`config.mk`:
```
export PLATFORM = sky130hd
export DESIGN_NAME = fft2d_feed_ctrl
export DESIGN_NICKNAME = d
export VERILOG_FILES = /design/src/rtl/fft2d_feed_ctrl_pkg.sv /design/src/rtl/fft2d_beat_cnt.sv /design/src/rtl/fft2d_feed_ctrl.sv
export SDC_FILE = /design/constraint.sdc
export NUM_CORES = 1
export LEC_CHECK = 0
export CAP_MARGIN = 15
export CORE_AREA = 5 5 79 81
export DETAILED_ROUTE_END_ITERATION = 12
export DIE_AREA = 0 0 84 86
export DONT_BUFFER_PORTS = 1
export HOLD_SLACK_MARGIN = 0.08
export PLACE_DENSITY = 0.48
export SLEW_MARGIN = 15
export SYNTH_ARGS = -nofsm -noshare
export SYNTH_HDL_FRONTEND = slang
export SYNTH_SLANG_ARGS = --single-unit
```
`constraint.sdc`:
```
create_clock -name clk_i -period 3.8 [get_ports clk_i]
set_clock_uncertainty 0.05 [all_clocks]
set_input_delay 0.38 -clock clk_i [delete_from_list [all_inputs] [get_ports clk_i]]
set_output_delay 0.38 -clock clk_i [all_outputs]
set_load 0.01 [all_outputs]
```
`src/rtl/fft2d_feed_ctrl_pkg.sv`:
```
// Shared constants and types for the fft_2d input sequencer and its beat counter.
package fft2d_feed_ctrl_pkg;

  localparam int unsigned NB     = 12;
  localparam int unsigned ROWS   = 32;
  localparam int unsigned BEATS  = 8;
  localparam int unsigned LANES  = 4;
  localparam int unsigned ROW_W  = $clog2(ROWS);
  localparam int unsigned COL_W  = $clog2(BEATS);
  localparam int unsigned ADDR_W = 1 + ROW_W + COL_W;

  typedef logic [NB-1:0] sfp_t;

  typedef enum logic [1:0] {
    StIdle,
    StFeed,
    StWaitRdy
  } feed_state_e;

endpackage

```
`src/rtl/fft2d_beat_cnt.sv`:
```
// Beat counter split into row/column fields. Load presets to 1 because beat 0 is
// issued on the same edge as the load.
module fft2d_beat_cnt #(
  parameter int unsigned RowW = 5,
  parameter int unsigned ColW = 3
) (
  input  logic            clk_i,
  input  logic            rst_i,
  input  logic            load_i,
  input  logic            en_i,
  output logic [RowW-1:0] row_o,
  output logic [ColW-1:0] col_o,
  output logic            wrap_o
);

  localparam int unsigned CntW = RowW + ColW;

  logic [CntW-1:0] cnt_q, cnt_d;

  always_comb begin
    cnt_d = cnt_q;
    if (load_i) begin
      cnt_d = CntW'(1);
    end else if (en_i) begin
      cnt_d = cnt_q + 1'b1;
    end
  end

  always_ff @(posedge clk_i or posedge rst_i) begin
    if (rst_i) begin
      cnt_q <= '0;
    end else begin
      cnt_q <= cnt_d;
    end
  end

  assign {row_o, col_o} = cnt_q;
  assign wrap_o         = (cnt_q == '0);

endmodule

```
`src/rtl/fft2d_feed_ctrl.sv`:
```
// Reads one 32x32 complex frame from the four-bank buffer and streams it into fft_2d,
// ping-ponging buffers and queueing one pending request.
module fft2d_feed_ctrl
  import fft2d_feed_ctrl_pkg::*;
(
  input  logic                    clk_i,
  input  logic                    rst_i,
  input  logic                    frame_start_i,
  input  logic                    rdy_i,
  output logic                    mem_en_o,
  output logic [ADDR_W-1:0]       mem_addr_o,
  input  logic [LANES*2*NB-1:0]   mem_rdata_i,
  output logic                    start_o,
  output logic [LANES*NB-1:0]     dr_o,
  output logic [LANES*NB-1:0]     di_o,
  output logic                    valid_o,
  output logic                    buf_o,
  output logic                    busy_o,
  output logic                    done_o,
  output logic                    overflow_o
);

  feed_state_e       state_q, state_d;
  logic              buf_q, buf_d;
  logic              pend_q, pend_d;
  logic              ovf_q, ovf_d;
  logic              start_q, start_d;
  logic              en_q, en_d;
  logic              valid_q, valid_d;
  logic              done_q, done_d;
  logic [ADDR_W-1:0] addr_q, addr_d;

  logic             cnt_load, cnt_en, cnt_wrap;
  logic [ROW_W-1:0] cnt_row;
  logic [COL_W-1:0] cnt_col;
  logic             idle, start_now;

  fft2d_beat_cnt #(
    .RowW (ROW_W),
    .ColW (COL_W)
  ) u_beat_cnt (
    .clk_i  (clk_i),
    .rst_i  (rst_i),
    .load_i (cnt_load),
    .en_i   (cnt_en),
    .row_o  (cnt_row),
    .col_o  (cnt_col),
    .wrap_o (cnt_wrap)
  );

  assign idle      = (state_q == StIdle);
  assign start_now = idle && (frame_start_i || pend_q);

  always_comb begin
    state_d  = state_q;
    buf_d    = buf_q;
    pend_d   = pend_q;
    ovf_d    = ovf_q;
    addr_d   = addr_q;
    start_d  = 1'b0;
    en_d     = 1'b0;
    done_d   = 1'b0;
    cnt_load = 1'b0;
    cnt_en   = 1'b0;
    valid_d  = en_q;

    unique case (state_q)
      StIdle: begin
        if (start_now) begin
          state_d  = StFeed;
          start_d  = 1'b1;
          en_d     = 1'b1;
          addr_d   = {buf_q, {(ROW_W + COL_W){1'b0}}};
          cnt_load = 1'b1;
        end
      end
      StFeed: begin
        // Counter wraps to 0 only after address 255 has been issued.
        if (cnt_wrap) begin
          state_d = StWaitRdy;
        end else begin
          en_d   = 1'b1;
          addr_d = {buf_q, cnt_row, cnt_col};
          cnt_en = 1'b1;
        end
      end
      StWaitRdy: begin
        if (rdy_i) begin
          state_d = StIdle;
          done_d  = 1'b1;
          buf_d   = ~buf_q;
        end
      end
      default: state_d = StIdle;
    endcase

    if (start_now && pend_q) begin
      pend_d = 1'b0;
    end
    // A request while a frame is already queued and cannot be consumed now is lost.
    if (frame_start_i) begin
      if (!idle && pend_q) begin
        ovf_d = 1'b1;
      end else if (!idle || pend_q) begin
        pend_d = 1'b1;
      end
    end
  end

  always_ff @(posedge clk_i or posedge rst_i) begin
    if (rst_i) begin
      state_q <= StIdle;
      buf_q   <= 1'b0;
      pend_q  <= 1'b0;
      ovf_q   <= 1'b0;
      start_q <= 1'b0;
      en_q    <= 1'b0;
      valid_q <= 1'b0;
      done_q  <= 1'b0;
      addr_q  <= '0;
    end else begin
      state_q <= state_d;
      buf_q   <= buf_d;
      pend_q  <= pend_d;
      ovf_q   <= ovf_d;
      start_q <= start_d;
      en_q    <= en_d;
      valid_q <= valid_d;
      done_q  <= done_d;
      addr_q  <= addr_d;
    end
  end

  // Lane 3 carries bank 0 so the MSB lane holds the lowest column.
  always_comb begin
    dr_o = '0;
    di_o = '0;
    if (valid_q) begin
      for (int l = 0; l < LANES; l++) begin
        dr_o[l*NB +: NB] = mem_rdata_i[(LANES-1-l)*2*NB + NB +: NB];
        di_o[l*NB +: NB] = mem_rdata_i[(LANES-1-l)*2*NB +: NB];
      end
    end
  end

  assign mem_en_o   = en_q;
  assign mem_addr_o = addr_q;
  assign start_o    = start_q;
  assign valid_o    = valid_q;
  assign buf_o      = buf_q;
  assign busy_o     = (state_q != StIdle);
  assign done_o     = done_q;
  assign overflow_o = ovf_q;

endmodule

```
==> metrics.txt <==
status=finished clean; Mean Syn Cell Area=about 8.6 sq um; DP HPWL=around 6400 um; CTS Buf Count=3; count of flip-flops with a built-in enable after synthesis=0; I/O Buffers=0; CP Cell Sequence=and2_1; die height=about 86 um; antenna-violating nets left=0; CP arrival=between 1 and 1.5 ns; Clk pwr share=12.1%; startpoint type of the worst setup path=register; peak supply drop=slightly above 0.0003 V; post-CTS setup buffer count=0; synth warn=0; critical path peak fanout=97; Syn Std Cell Area=about 1800 sq um; DRT Pass-1 Iters=4; Slew Limit Fails=0; Unique masters post-synth=34; Total Neg Setup Slack=0 ns; H-tree depth=1; static leakage=just under 0.8 nW; DRC Markers=0; Starting Density=32.99%; area delta synth->final=6.807%; Sw Pwr=0.0007924 W; Fillers=570; period utilization=between 40% and 50%; worst reg2reg path depth=5; Syn Nets=309; Yosys reg bits=26; min Tclk post-route=about 1.9 ns; largest net degree at the start of global routing=98; RSZ-0062 raised after global routing=false; CTS tree=done; Pint=between 0.0007 and 0.0008 W; initial antenna violation count=10; RePlAce Congestion=roughly 0.93; DIE AREA=approximately 7200 sq um; Switching Share=~53%; post-CTS sizing=0; CP max stage delay=about 0.84 ns; Overflow after GRT=0; total number of vias=approximately 1,500; hold_buf cts=0; final hold vios=0; Min Hold Slack=roughly 0.034 ns; most frequent cells after synthesis=and2_1 (96), dfrtp_1 (26), clkbuf_1 (10); All-Layer GR Usage=a little under a fifth; Primary FF master, synth=dfrtp_1; critical setup path kind=register to primary output; ys async rst share=100.0%; ranking of synthesized cells by area=dfrtp_1 (36%), and2_1 (34%), o21ai_0 (2.5%), a21oi_1 (2.2%), clkbuf_1 (2.1%); drt via density=roughly 5.4; critical path's slowest cell=dfrtp_4; register area share after synthesis=~36%; CP delay by family, top=flip-flops; Setup crit start=valid_o$_DFF_PP0_; area leader, netlist=dfrtp_1; Site Rows=27; Mapped Cells=207; layout cell share with drive strength beyond 1=~6.5%; Gate power share=51.3%; Slew headroom=between 30% and 40%; final setup fails=0; Max Root-Sink Buffers=2; critical path capture point type=primary output; share of the synthesized area in the top cell type=about 36%; WP depth=1; power per cell area=791.3 nW/um^2; Fmax=528.0 MHz; R2R Setup Slk=between 1.5 and 2 ns; final WL=7363 um; Ports=roughly 210; WL/cell=approximately 26 um; count leader, synth=and2_1; worst r2r src=u_beat_cnt.cnt_q[1]$_DFFE_PP0P_; Post-layout nets=~300; die span in x=approximately 84 um; Worst Path Buf+Inv=0; CTS root buffer=clkbuf_8; placeable core area=between 5000 and 6000 sq um; sequential power share=roughly 37%; Max-cap violations=0; Worst-Margin Slew=0.9639 ns; CTS sink count=26; Power Total=0.001507 W; Critical Path RT=about 3.4 ns; first-pass GRT wire length=between 9000 and 10,000 um; clk_lat worst skew=~0.27 ns; Starting DRT DRC Count=48; vias in the first global route=1,488; clk slew on worst S/H paths=0.09 ns; Min-Delay Path Class=primary input to asynchronous set/reset pin
==> routing by layer <==
layer  GRT usage [%]  share of wire, %  vias up
met1           24.17                43      719
li1                -                 -      679
met4           3.509              0.72        8
met5               0              0.57        -
met3           12.20                12       13
met2           25.16                43       86
==> worst paths after layout <==
kind	to
hold / removal	valid_o$_DFF_PP0_
hold reg to reg	valid_o$_DFF_PP0_
min in group clk_i	state_q[1]$_DFFE_PP0P_
setup / recovery	di_o[44]
setup reg to reg	mem_addr_o[1]$_DFFE_PP0P_
max in group asynchronous	valid_o$_DFF_PP0_
==> metrics by stage <==
| step | worst slack, ns | cells | utilization (%) | area (sq um) |
|---|---|---|---|---|
| 4_1_cts | 1.655 | 272 | 34.91 | 1887 |
| 3_5_place_dp | 1.941 | 268 | 33.89 | 1832 |
| 6_report | 1.906 | 278 | 35.23 | 1904 |
| 2_1_floorplan | 2.106 | 207 | - | 1783 |
| 3_3_place_gp | 1.977 | 268 | 33.89 | 1832 |
| 5_1_grt | 1.754 | 277 | 35.19 | 1902 |
==> sequential cells by signal (all words and copies together) (netlist names) <==
name / flops
buf_o: 1
done_o: 1
mem_addr_o: 9
mem_en_o: 1
overflow_o: 1
pend_q: 1
start_o: 1
state_q: 2
u_beat_cnt.cnt_q: 8
valid_o: 1
==> cells by family after synthesis <==
group	Yosys count	share of synthesized area, %
xor gates and xnor gates	1	0.4913
AOI/OAI and AO/OA	32	12.49
and+or+nand+nor	124	43.02
buffers and inverters	18	3.859
DFF	26	36.49
adders and majority gates	3	1.965
muxes	3	1.684
==> cell type report <==
type / count / area (sq um) / share of cell area [%]
clock buffer: 4 / 55.05 / 2.891
inverter: 7 / 26.28 / 1.380
multi-input combinational: 163 / 1064 / 55.85
antenna: 6 / 15.01 / 0.7884
tap: 72 / 90.09 / 4.731
sequential: 26 / 654.4 / 34.36
==> power by group through the flow <==
stage	registers [W]	logic, W	clock network, W
after global placement	0.000551	0.000787	0
after CTS	0.000550	0.000786	0.000186
after detailed placement	0.000555	0.000782	0
after global routing	0.000588	0.000844	0.000201
final	0.000551	0.000773	0.000183
after floorplan	0.000442	0.000732	0
==> placed cells by master, fill, tap and decap left out, drive strengths merged, types with 2 or more instances in the layout <==
cell    netlist  layout
a21oi         8       8
a32o          4       4
and2         96      96
clkbuf       10       4
clkinv        1       2
dfrtp        26      26
diode         0       6
ha            2       2
inv           6       5
mux2i         3       3
nand2         6       6
nand2b        2       2
nand3         3       3
nand3b        3       3
nor2          3       3
o211ai        3       3
o21ai        10      10
o31ai         4       4
or3           2       2
or4           4       4
(Power assumes the default switching activity.)
